### src/rtl/gates_input_conditioner.sv
// Input conditioning ahead of the gate block: synchronises and debounces the switches and the
// load button, and captures the vector operands vA/vB from the nibble bank on button presses.
module gates_input_conditioner #(
   parameter int DEBOUNCE_CYCLES = 16
) (
   input  logic       clk,
   input  logic       rst_n,
   input  logic [3:0] sw_raw,
   input  logic [3:0] nib_raw,
   input  logic       btn_raw,
   output logic       A,
   output logic       B,
   output logic       C,
   output logic       D,
   output logic [3:0] vA,
   output logic [3:0] vB,
   output logic       next_sel,
   output logic       operands_valid
);

   localparam int NCH = 9;
   localparam int CW  = (DEBOUNCE_CYCLES > 1) ? $clog2(DEBOUNCE_CYCLES) : 1;
   localparam logic [CW-1:0] CNT_MAX = CW'(DEBOUNCE_CYCLES - 1);

   typedef enum logic [1:0] {
      EMPTY = 2'd0,
      HALF  = 2'd1,
      FULL  = 2'd2
   } load_state_t;

   logic [NCH-1:0] raw_all;
   logic [NCH-1:0] sync1;
   logic [NCH-1:0] sync2;
   logic [NCH-1:0] stable;
   logic [CW-1:0]  cnt [NCH];

   logic [3:0]  nib_clean;
   logic        btn_stable;
   logic        btn_d;
   logic        press;

   load_state_t state;
   load_state_t state_next;
   logic [3:0]  va_next;
   logic [3:0]  vb_next;
   logic        valid_next;

   // Channel order: [8] button, [7:4] nibble bank, [3:0] scalar switches.
   assign raw_all = {btn_raw, nib_raw, sw_raw};

   // Any cycle where sync2 agrees with stable restarts the count, so only an unbroken
   // run of DEBOUNCE_CYCLES disagreeing cycles commits a new value.
   always_ff @(posedge clk or negedge rst_n) begin
      if (!rst_n) begin
         sync1  <= '0;
         sync2  <= '0;
         stable <= '0;
         for (int i = 0; i < NCH; i++) begin
            cnt[i] <= '0;
         end
      end else begin
         sync1 <= raw_all;
         sync2 <= sync1;
         for (int i = 0; i < NCH; i++) begin
            if (sync2[i] == stable[i]) begin
               cnt[i] <= '0;
            end else if (cnt[i] == CNT_MAX) begin
               stable[i] <= sync2[i];
               cnt[i]    <= '0;
            end else begin
               cnt[i] <= cnt[i] + CW'(1);
            end
         end
      end
   end

   assign {A, B, C, D} = stable[3:0];
   assign nib_clean    = stable[7:4];
   assign btn_stable   = stable[8];
   assign press        = btn_stable & ~btn_d;

   always_ff @(posedge clk or negedge rst_n) begin
      if (!rst_n) begin
         btn_d          <= 1'b0;
         state          <= EMPTY;
         vA             <= '0;
         vB             <= '0;
         operands_valid <= 1'b0;
      end else begin
         btn_d          <= btn_stable;
         state          <= state_next;
         vA             <= va_next;
         vB             <= vb_next;
         operands_valid <= valid_next;
      end
   end

   // Loads alternate vA, vB, vA, ... once the first pair is complete, EMPTY is never revisited.
   always_comb begin
      state_next = state;
      va_next    = vA;
      vb_next    = vB;
      valid_next = operands_valid;
      if (press) begin
         case (state)
            EMPTY: begin
               va_next    = nib_clean;
               state_next = HALF;
            end
            HALF: begin
               vb_next    = nib_clean;
               valid_next = 1'b1;
               state_next = FULL;
            end
            FULL: begin
               va_next    = nib_clean;
               valid_next = 1'b0;
               state_next = HALF;
            end
            default: begin
               state_next = EMPTY;
            end
         endcase
      end
   end

   assign next_sel = (state == HALF);

endmodule

### config.mk
export PLATFORM = sky130hd
export DESIGN_NAME = gates_input_conditioner
export DESIGN_NICKNAME = d
export VERILOG_FILES = /design/src/rtl/gates_input_conditioner.sv
export SDC_FILE = /design/constraint.sdc
export NUM_CORES = 1
export LEC_CHECK = 0
export CORE_ASPECT_RATIO = 2
export CORE_MARGIN = 10
export CORE_UTILIZATION = 43
export DETAILED_ROUTE_END_ITERATION = 6
export HOLD_SLACK_MARGIN = 0.08
export PLACE_DENSITY_LB_ADDON = 0.08
export RECOVER_POWER = 50
export SETUP_SLACK_MARGIN = 0.02
export SYNTH_ARGS = -nofsm -noshare
export SYNTH_HDL_FRONTEND = slang
export SYNTH_SLANG_ARGS = --single-unit
export TNS_END_PERCENT = 50
### constraint.sdc
create_clock -name clk -period 1.5 [get_ports clk]
set_input_delay 0.3 -clock clk [delete_from_list [all_inputs] [get_ports clk]]
set_output_delay 0.3 -clock clk [all_outputs]
set_load 0.01 [all_outputs]
; ---- After elaboration in Yosys (flattened, before gate mapping)
; Index checks and enable logic that the tools add are counted.
[totals]
ff_bits = 75
in_bits = 11
word_cells = 100
out_inout_bits = 14
[op_classes]
n_mux = 20
n_eq_ne = 20
n_reduce_logical = 15
n_addsub = 9
bitwise_logic = 11
[ops]
columns = cell, n
row1 = $mux 4, 18
row2 = $add 4x1->4 const B, 9
row3 = $eq 4x4->1 const B, 9
row4 = $reduce_and 2->1, 12
row5 = $not 1->1, 10
row6 = $eq 1x1->1, 9
row7 = $pmux 2 s2, 1
row8 = $eq 2x1->1 const B, 1
row9 = $eq 2x2->1 const B, 1
row10 = $logic_not 2->1, 1
row11 = $pmux 1 s2, 1
row12 = $reduce_bool 2->1, 1
row13 = $reduce_or 2->1, 1
row14 = $and 1x1->1, 1

; ---- Logic depth before layout (Yosys ltp)
; Gate-level depths: netlist (run 1).
[depth]
word_depth = 3
mapped_depth = 5
ltp_nobuf = 5

; ---- Worst setup path after synthesis (run 1)
; OpenSTA, ideal clock, no wires.
[synth_path]
path_type = register to register
from = register state[0]
to = register vA[0]
t_arrival_ns = 1.194
stages_incl_launch_ff = 5
setup_slack_ns = 0.181
setup_ns = 0.125
required_ns = 1.375
synth_period_minus_slack_ns = 1.319
path_buffers = 0
path_cell_list = dfrtp_1 -> inv_1 -> ha_1 -> o21ai_4 -> mux2_4
[synth_between]
elab_chain_len = 3
word_cells_on_any_way = 4
cone_classes = eq/ne: 1 / reduce/logical: 3
[synth_rtl]
columns = item, line
row1 = start: declaration, 42  ; load_state_t state;
row2 = start signal: assignment, 91  ; state <= state_next;
row3 = $eq 2x2->1 / $logic_not 2->1 (equally long branches), 105  ; case (state)
row4 = $reduce_or 2->1 (no source line) *, n/a
row5 = $reduce_and 2->1 (no source line) *, n/a
row6 = end signal: assignment, 92  ; vA <= va_next;
row7 = end: declaration, 15  ; output logic [3:0] vA,
; Every way passes the cells marked *; elsewhere a longest branch is shown, timed or not.
; A chain may end at the register's enable or synchronous reset.

; ---- Worst setup path in the final report (run 1)
[layout_path]
from = register state[1]
to = register vA[3]
; Same word-level chain as after synthesis.

==> run metrics, run 1 <==
status=completed; Slew Viols, Final=0; combinational share of power=4.9%; Overall Global Routing Usage=10.1%; P per Cell Area=1190 mW/mm2; Clock Tree Root=clkbuf_16; adder and majority gate portion of the synthesized area=5.54%; routability cong.=0.727; CP Class=reg -> reg; CTS max path bufs=2; # H-tree levels=3; wire length of the first global-routing pass=8.55 mm; CTS tree=built; Slew headroom=62.7%; Worst setup EP type=flop; Hold Crit Class=reg -> reg; CP cell instances=buf_4 -> ha_1 -> o21ai_4 -> mux2_4; post-layout instance area=0.00356 mm2; Core Rows=42; worst path arrival time=1600 ps; Crit-path slowest cell=dfrtp_1; net switching share of the total power=20.4%; routed wire length=4.77 mm; Synth Register Bits=75; crit-path max FO=5; sequential share of power=51.4%; Synth top area share=63.9%; fin crit share=93.4%; leakage=1.70 nW; First-pass DRT Iterations=4; Yosys warning count=0; placement-stage cell area=0.00332 mm2; f_max=0.713 GHz; Final ANT Viol Nets=0; Max-Cap Viols=0; sequential share of the synthesized area=63.9%; initial antenna violation count=0; DP Wirelength=3.37 mm; post-synthesis mux area share=7.54%; Post-Syn Instances=209; ANT cells=0; grt ovf=0; setup TNS=0 ps; final hold viol count=0; cell types with the highest counts after synthesis=75 x dfrtp_1, 18 x xnor2_1, 13 x ha_1; # port buffers=24; Design Power=0.00425 W; Synth Area in XOR/XNOR=5.37%; pin count of the biggest net entering global routing=64; P_sw=0.000867 W; Top Ports=25; area leader, netlist=dfrtp_1; Distinct cells, synth=22; Post-Synth Simple-Gate Area=8.90%; Layout fillers=610; Clock Skews=4.81 ps; Die W=78.4 um; Syn Area/Cell=14.1 um2; nets=273; share of layout cells above drive strength 1=14.8%; worst skew pair latency=320 ps; die area=0.0107 mm2; Clock Pin Slew Worst Setup and Hold Paths=50 ps; Sink Count=75; syn nets=233; RSZ-0062 raised after global routing=true; worst path required time=1700 ps; Syn-to-layout area delta=21.3%; Synth Area in Compound Gates=7.62%; via count=1,702; main combinational cell family by area after synthesis=simple AND/OR/NAND/NOR gates; most frequent cell after synthesis=dfrtp_1; main area contributors after synthesis=dfrtp_1 64%, ha_1 5.5%, xnor2_1 5.4%, mux2_4 4.1%, mux2_2 3.4%; worst vdd ir=0.793 mV; Post-synth EDFFs=0; drt drc=0; Setup Viol. Count Final=0; Cell Int Power=0.00338 W; ys async rst share=100%; vias in the first global route=1,852; Min Clock Period, post-route=1400 ps; CP startpoint kind=flop; Clk network pwr share=43.8%; Initial Util=44.4%; crit-path max cell delay=370 ps; worst-margin pin slew=559 ps; initial DRC count=87; Core ar.=0.00662 mm2; synthesized area=0.00294 mm2; routed len/inst=14.1 um; die height=137 um; via/cell ratio=5.04; number of CTS-inserted buffers=9; prevailing post-synth register cell=dfrtp_1
state kept, by name, summed over array words and instances (netlist names):
register and count:
cnt 36, stable 9, sync1 9, sync2 9, vA 4, vB 4
state 2, btn_d 1, operands_valid 1
stage by stage:
stage | cells | setup WS, ps | hold slack, ps | utilization (%)
CTS | 337 | -36.2 | 347 | 53.9
detailed placement | 324 | 38.9 | 158 | 50.2
global placement | 324 | 47.9 | 160 | 50.2
global route | 338 | 17.3 | 351 | 53.8
finish | 338 | 98.4 | 344 | 53.8
floorplan | 209 | 181 | 4.41 | -
critical path: cells and delay by family, from the launching register on:
| family | cells | cell delay [ps] |
|---|---|---|
| adder cells (fa/ha/maj) | 1 | 210 |
| flip-flops | 1 | 370 |
| buffers and inverters | 1 | 140 |
| multiplexers | 1 | 320 |
| AO/OA/AOI/OAI | 1 | 250 |
cell type report:
cell class | instances | area [um2] | share of cell area, %
flip-flops and latches | 75 | 1880 | 52.7
well taps | 88 | 110 | 3.09
multi-input cells | 125 | 1030 | 28.8
clock buffers | 12 | 256 | 7.20
repair buffers | 29 | 260 | 7.30
inverters | 9 | 33.8 | 0.948
cell families (layout without fill, tap and decap cells):
logic type / Yosys count / in the layout
simple gates: 42 / 42
fa+ha+maj: 13 / 13
xor+xnor: 18 / 18
buf+inv: 9 / 50
mux: 17 / 17
compound gates: 35 / 35
flops: 75 / 75
final timing paths:
| kind | from | end | slack [ps] | depth (start not counted) |
|---|---|---|---|---|
| worst min-delay path | sync1[6] | sync2[6] | 340 | 0 |
| worst min register to register | sync1[6] | sync2[6] | 340 | 0 |
| max in group asynchronous | rst_n | vB[3] | 360 | 3 |
| min in group asynchronous | rst_n | sync1[0] | 360 | 2 |
| worst max-delay path | state[1] | vA[3] | 100 | 4 |
| worst max register to register | state[1] | vA[3] | 100 | 4 |
cells in the final DEF (no fill, tap or decap), drive strengths merged, types with 3 or more instances in the layout:
cell / count
nand4b: 6
inv: 9
a21oi: 12
xnor2: 18
clkbuf: 13
dfrtp: 75
nor2b: 9
o21ai: 9
nor2: 9
nand3: 9
ha: 13
a21o: 3
mux2: 17
dlygate4sd2: 13
buf: 5
a311oi: 6
a31oi: 3
dlygate4sd3: 10
nor3b: 6
what timing repair did:
action                                 CTS  global route
pin swaps                                0             1
buffers inserted                         0             1
hold buffers                             1             0
setup endpoints to repair               14             5
endpoints found under the hold margin   12             0
resized for setup                       15             1
routing by layer:
layer | GRT usage, % | share of wire (%) | up-vias
li1 | - | - | 811
met1 | 11.1 | 42 | 852
met2 | 16.3 | 52 | 33
met3 | 4.60 | 4.2 | 6
met4 | 4.81 | 1.6 | 0
met5 | 0 | 0 | -
power groups by stage:
stage | Sequential (W) | Clock, W | Combinational [W]
final | 0.00218 | 0.00186 | 0.000206
after global routing | 0.00219 | 0.00203 | 0.000245
after CTS | 0.00218 | 0.00194 | 0.000223
after detailed placement | 0.00222 | 0 | 0.000219
after global placement | 0.00221 | 0 | 0.000216
after floorplan | 0.00220 | 0 | 0.000124
Note: power is estimated with default switching activity, not from simulation.
==> run 2: changes to the inputs <==
--- a/config.mk
+++ b/config.mk
@@ -6,8 +6,8 @@
 export NUM_CORES = 1
 export LEC_CHECK = 0
 export CORE_ASPECT_RATIO = 2
-export CORE_MARGIN = 10
-export CORE_UTILIZATION = 43
+export CORE_MARGIN = 8
+export CORE_UTILIZATION = 35
 export DETAILED_ROUTE_END_ITERATION = 6
 export HOLD_SLACK_MARGIN = 0.08
 export PLACE_DENSITY_LB_ADDON = 0.08
==> constraint.sdc (replaced) <==
create_clock -name clk -period 1.3 [get_ports clk]
set_input_delay 0.26 -clock clk [delete_from_list [all_inputs] [get_ports clk]]
set_output_delay 0.26 -clock clk [all_outputs]
set_load 0.01 [all_outputs]
==> run 2 against run 1 <==
The run now ends with setup timing left. Setup slack worse by 170 ps. Critical endpoint is now vA[1]. Largest cell class unchanged. Largest power group is now the clock network. Worst hold slack better by 1.5 ps. Highest routed layer unchanged. Non-clock buffer count up 9.
==> run metrics, run 2 (synthesis results as in run 1) <==
CP cell instances=buf_4 -> ha_4 -> o21ai_4 -> mux2_4; Core Rows=47 (+12%); net switching share of the total power=19.7% (-0.72 points); First-pass DRT Iterations=5 (+1); die area=0.0118 mm2 (+9.5%); sequential share of power=45.1% (-6.3 points); worst path required time=1510 ps (-190 ps); via count=1,736 (+2.0%); Reg2Reg Depth=4 (unchanged); RSZ-0062 raised after global routing=true; combinational share of power=4.6% (-0.3 points); initial DRC count=39 (-55%); Core ar.=0.00823 mm2 (+24%); leakage=1.72 nW (+1.1%); CTS tree=built; Slew headroom=54.5% (-8.2 points); drt drc=0 (unchanged); Die W=80.8 um (+3.0%); initial antenna violation count=0 (unchanged); # port buffers=24 (unchanged); DP Wirelength=3.58 mm (+6.3%); via/cell ratio=4.82 (-4.2%); ANT cells=0 (unchanged); Worst setup EP type=flop; most common cell after layout, fill and taps aside=dfrtp_1; die height=146 um (+6.3%); family with the most delay on the worst path=flip-flops; max reg flops=36 (unchanged); vias in the first global route=1,795 (-3.1%); Syn-to-layout area delta=28.6%; worst-margin pin slew=683 ps (+123 ps); routed wire length=5.03 mm (+5.4%); grt ovf=0 (unchanged); setup TNS=-308 ps (-308 ps); Reg-to-Reg End=vA[1]; Sink Count=75 (unchanged); Hold Crit Start=sync1[6]; f_max=0.732 GHz (+2.5%); routability cong.=0.688 (-5.4%); Initial Util=35.7% (-8.7 points); worst vdd ir=0.902 mV (+14%); worst path arrival time=1580 ps (-20 ps); Hold Crit Class=reg -> reg; failing checks=setup timing; Setup Viol. Count Final=5 (+5); Top Ports=25 (unchanged); CP Class=reg -> reg; fin crit share=105% (+12 points); Biggest register=cnt; P_sw=0.00110 W (+27%); most frequent cells in the layout=75 x dfrtp_1, 18 x xnor2_1, 12 x a21oi_1; Final ANT Viol Nets=0 (unchanged); Clk network pwr share=50.3% (+6.5 points); status=complete, but fails checks; crit-path max FO=5 (unchanged); hold path depth=0 (unchanged); Clock Tree Root=clkbuf_16; nets=282 (+3.3%); Worst R2R Start=state[1]; number of CTS-inserted buffers=9 (unchanged); share of layout cells above drive strength 1=21.4% (+6.6 points); # H-tree levels=3 (unchanged); CTS max path bufs=2 (unchanged); CP startpoint kind=flop; Min Clock Period, post-route=1370 ps (-34.8 ps); Cell Int Power=0.00448 W (+32%); worst skew pair latency=330 ps (about the same); R2R Setup Slk=-70 ps (-170 ps); Clock Skews=3.72 ps (-1.10 ps); Clock Pin Slew Worst Setup and Hold Paths=50 ps (about the same); Worst Hold End=sync2[6]; buffers plus inverters on the worst setup path=1 (unchanged); wire length of the first global-routing pass=8.60 mm (+0.56%); final hold viol count=0 (unchanged); crit-path max cell delay=390 ps (+20 ps); Setup WS post-layout=-66.8 ps (-165 ps); Hold Slack=346 ps (+1.54 ps); P per Cell Area=1480 mW/mm2 (+24%); Crit-path slowest cell=dfrtp_1; Slew Viols, Final=0 (unchanged); Overall Global Routing Usage=9.57% (-0.57 points); pin count of the biggest net entering global routing=27 (-58%); Max-Cap Viols=0 (unchanged); routed len/inst=14.0 um (-1.0%)
## run 2: what timing repair did
action / CTS / global route
endpoints found under the setup margin: 22 / 17
pin swaps: 1 / 1
setup buffers: 1 / 0
endpoints found under the hold margin: 21 / 0
hold buffers: 1 / 0
gates resized for setup: 26 / 12
cloned: 0 / 0
## run 2: worst reg2reg max path, stage by stage (launching register included)
cell	delay [ps]
dfrtp_1	390
buf_4	150
ha_4	160
o21ai_4	230
mux2_4	320
## run 2: worst max-delay path by stage
stage	start	endpoint	slack, ps	cells past startpoint
after CTS	state[1]	next_sel	-170	3
after detailed placement	state[1]	vA[1]	-110	5
final	state[1]	vA[1]	-70	4
after global routing	state[1]	vA[1]	-100	5
after global placement	state[1]	next_sel	-90	3
after floorplan	state[0]	vA[0]	30	4
## run 2: stage by stage
stage	instance area [um2]	power, W	utilization (%)	std cells	worst slack, ps
floorplan	2940	0.00268	-	209	27.5
global placement	3420	0.00283	41.5	343	-86.3
detailed placement	3420	0.00283	41.5	343	-109
CTS	3790	0.00567	46.0	360	-173
global route	3780	0.00581	45.9	360	-105
finish	3780	0.00558	45.9	360	-66.8
## run 2: area by class of cell
cell class              count  area [um2]
clock buffers              11         243
inverters                   9        33.8
clock inverters             4        98.8
flip-flops and latches     75        1880
fillers                   772        4460
repair buffers             38         330
well taps                  98         123
multi-input cells         125        1070
## run 2: routing by layer
metal  global-route usage, %  share of wire [%]  routed length, um  up-vias
met5                       0                  0                  0        -
met4                    7.03                3.1                154        0
met3                    3.28                4.7                238        9
met2                    14.3                 50               2500       28
met1                    10.8                 42               2130      861
li1                        -                  -                  -      838
## run 2: power by group through the flow
| stage | Combinational (W) | Clock, W | Sequential (W) |
|---|---|---|---|
| after floorplan | 0.000143 | 0 | 0.00254 |
| after global placement | 0.000273 | 0 | 0.00256 |
| after detailed placement | 0.000275 | 0 | 0.00256 |
| after CTS | 0.000280 | 0.00288 | 0.00251 |
| after global routing | 0.000300 | 0.00298 | 0.00253 |
| final | 0.000257 | 0.00281 | 0.00251 |
==> run 3: changes to the inputs <==
--- a/config.mk
+++ b/config.mk
@@ -16,4 +16,4 @@
 export SYNTH_ARGS = -nofsm -noshare
 export SYNTH_HDL_FRONTEND = slang
 export SYNTH_SLANG_ARGS = --single-unit
-export TNS_END_PERCENT = 50
+export TNS_END_PERCENT = 100
==> run 3 against run 2 <==
The run still ends with setup timing left. Core utilization increased by 0.53 points. Final cell count rose by 0.83%. Critical path type unchanged. Sequential power about the same. Flip-flop and latch count did not move. First-iteration DRC count rose by 7.7%. Design area is 1.2% higher. Sequential share of layout area shrank 0.57 points. Critical endpoint unchanged.
==> run metrics, run 3 (synthesis results as in run 1) <==
Util after Layout=46.4% (+0.53 points); Overall Global Routing Usage=9.58% (+0.012 points); Hold Crit Class=reg -> reg; setup TNS=-346 ps (-38.1 ps); die height=146 um (unchanged); combinational share of power=4.6% (about the same); Core ar.=0.00823 mm2 (unchanged); Crit-path slowest cell=dfrtp_1; wire length of the first global-routing pass=8.62 mm (+0.24%); DP Wirelength=3.58 mm (unchanged); Layout fillers=769 (-0.39%); sequential share of power=45.0% (about the same); met3 routed wirelength=262 um (+10%); Biggest register=cnt; Clk network pwr share=50.3% (about the same); CP Class=reg -> reg; initial antenna violation count=0 (unchanged); Clock Pin Slew Worst Setup and Hold Paths=50 ps (about the same); Inst Count DP=343 (unchanged); failing checks=setup timing; # H-tree levels=3 (unchanged); Clock Tree Root=clkbuf_16; uppermost layer routed=met4; post-layout instance area=0.00382 mm2 (+1.2%); Cell Count, Final, Fillers Out=363 (+0.83%); Hold Crit Start=sync1[6]; Slew Viols, Final=0 (unchanged); Multi-input gate area=0.00107 mm2 (+0.23%); number of CTS-inserted buffers=9 (unchanged); Min Clock Period, post-route=1360 ps (-2.50 ps); Sink Count=75 (unchanged); most frequent cells in the layout=75 x dfrtp_1, 18 x xnor2_1, 12 x a21oi_1, 12 x clkdlybuf4s15_1, 10 x dlygate4sd3_1; CP cell instances=buf_4 -> ha_4 -> o21ai_4 -> mux2_4; DR WL met2=2.50 mm (-0.12%); Final ANT Viol Nets=0 (unchanged); Syn-to-layout area delta=30.1%; drt drc=0 (unchanged); P_sw=0.00110 W (+0.31%); pin count of the biggest net entering global routing=27 (unchanged); fin crit share=105% (-0.19 points); hold path depth=0 (unchanged); Core Rows=47 (unchanged); leakage=1.73 nW (+0.96%); via count=1,753 (+0.98%); vias in the first global route=1,811 (+0.89%); most common cell after layout, fill and taps aside=dfrtp_1; Worst R2R Start=state[1]; Cell Int Power=0.00448 W (about the same); First-pass DRT Iterations=4 (-1); die area=0.0118 mm2 (unchanged); RSZ-0062 raised after global routing=true; Slew headroom=53.3% (-1.2 points); max reg flops=36 (unchanged); crit path launch=state[1]; routability cong.=0.688 (unchanged); met1 wire length=2.14 mm (+0.28%); routed wire length=5.05 mm (+0.52%); crit-path max FO=5 (unchanged); CTS max path bufs=2 (unchanged); Top Ports=25 (unchanged); worst path arrival time=1580 ps (about the same); worst-margin pin slew=701 ps (+18.0 ps); CP startpoint kind=flop; Die W=80.8 um (unchanged); Clock Skews=3.80 ps (+0.0883 ps); initial DRC count=42 (+7.7%); grt ovf=0 (unchanged); crit-path max cell delay=390 ps (about the same); Setup WS post-layout=-64.3 ps (+2.50 ps); placement-stage cell area=0.00342 mm2 (unchanged); CTS tree=built; Max-Cap Viols=0 (unchanged); Setup Viol. Count Final=6 (+1); share of layout cells above drive strength 1=22.3% (+0.89 points); status=complete, but fails checks; Worst setup EP type=flop; net switching share of the total power=19.7% (+0.043 points); f_max=0.733 GHz (+0.18%); via/cell ratio=4.83 (+0.14%); Reg2Reg Depth=4 (unchanged); DP Worst Slack=-109 ps (unchanged); worst path required time=1510 ps (about the same); routed len/inst=13.9 um (-0.31%); Initial Util=35.7% (unchanged); worst skew pair latency=330 ps (about the same); # port buffers=24 (unchanged); ANT cells=0 (unchanged); worst vdd ir=0.902 mV (about the same); nets=285 (+1.1%); final hold viol count=0 (unchanged); FF+latch area=0.00188 mm2 (unchanged); P per Cell Area=1460 mW/mm2 (-1.1%)
[run 3: changes by cell type in the layout (fill, tap and decap cells not counted)]
cell | before | now
buf_4 | 8 | 9
clkdlybuf4s15_1 | 11 | 12
ha_1 | 9 | 8
buf_6 | 2 | 5
ha_2 | 2 | 3
clkbuf_2 | 5 | 3
[run 3: path summary, 6_finish.rpt]
| path | endpoint | slack (ps) |
|---|---|---|
| max in group asynchronous | cnt[15] | 110 |
| worst min register to register | sync2[6] | 350 |
| worst min-delay path | sync2[6] | 350 |
| worst max-delay path | vA[1] | -60 |
| worst max register to register | vA[1] | -60 |
| min in group asynchronous | cnt[34] | 510 |
[run 3: repair_timing]
action | in CTS | in global routing
pin swaps | 1 | 2
gates resized for setup | 27 | 15
endpoints found under the setup margin | 22 | 18
hold buffers | 1 | 0
buffers inserted | 2 | 2
hold endpoints to repair | 21 | 0
cloned | 0 | 0
[run 3: layout make-up]
cell class / count / share of cell area (%)
clock buffer: 11 / 6.35
clock inverter: 4 / 2.59
inverter: 9 / 0.884
multi-input combinational: 125 / 28.1
sequential: 75 / 49.1
tap: 98 / 3.21
timing repair buffer: 41 / 9.72
[run 3: power groups by stage]
stage	Sequential (W)	Combinational [W]	Clock (W)
after floorplan	0.00254	0.000143	0
after global placement	0.00256	0.000273	0
after detailed placement	0.00256	0.000275	0
after CTS	0.00251	0.000281	0.00288
after global routing	0.00253	0.000303	0.00298
final	0.00251	0.000259	0.00281
[run 3: critical path, delay by kind of cell (launching register included)]
family	cells	cell delay, ps
compound gates	1	220
buf+inv	1	150
flops	1	390
mux	1	320
fa+ha+maj	1	160
[run 3: metrics by stage]
stage / hold WS [ps] / power, W
final: 346 / 0.00558
after global routing: 347 / 0.00581
after CTS: 347 / 0.00567
after global placement: 213 / 0.00283
after detailed placement: 216 / 0.00283
after floorplan: -35.6 / 0.00268
[run 3: metal layers]
metal	up-vias	track usage, %
li1	843	-
met1	871	10.8
met2	30	14.3
met3	9	3.40
met4	0	7.12
met5	-	0
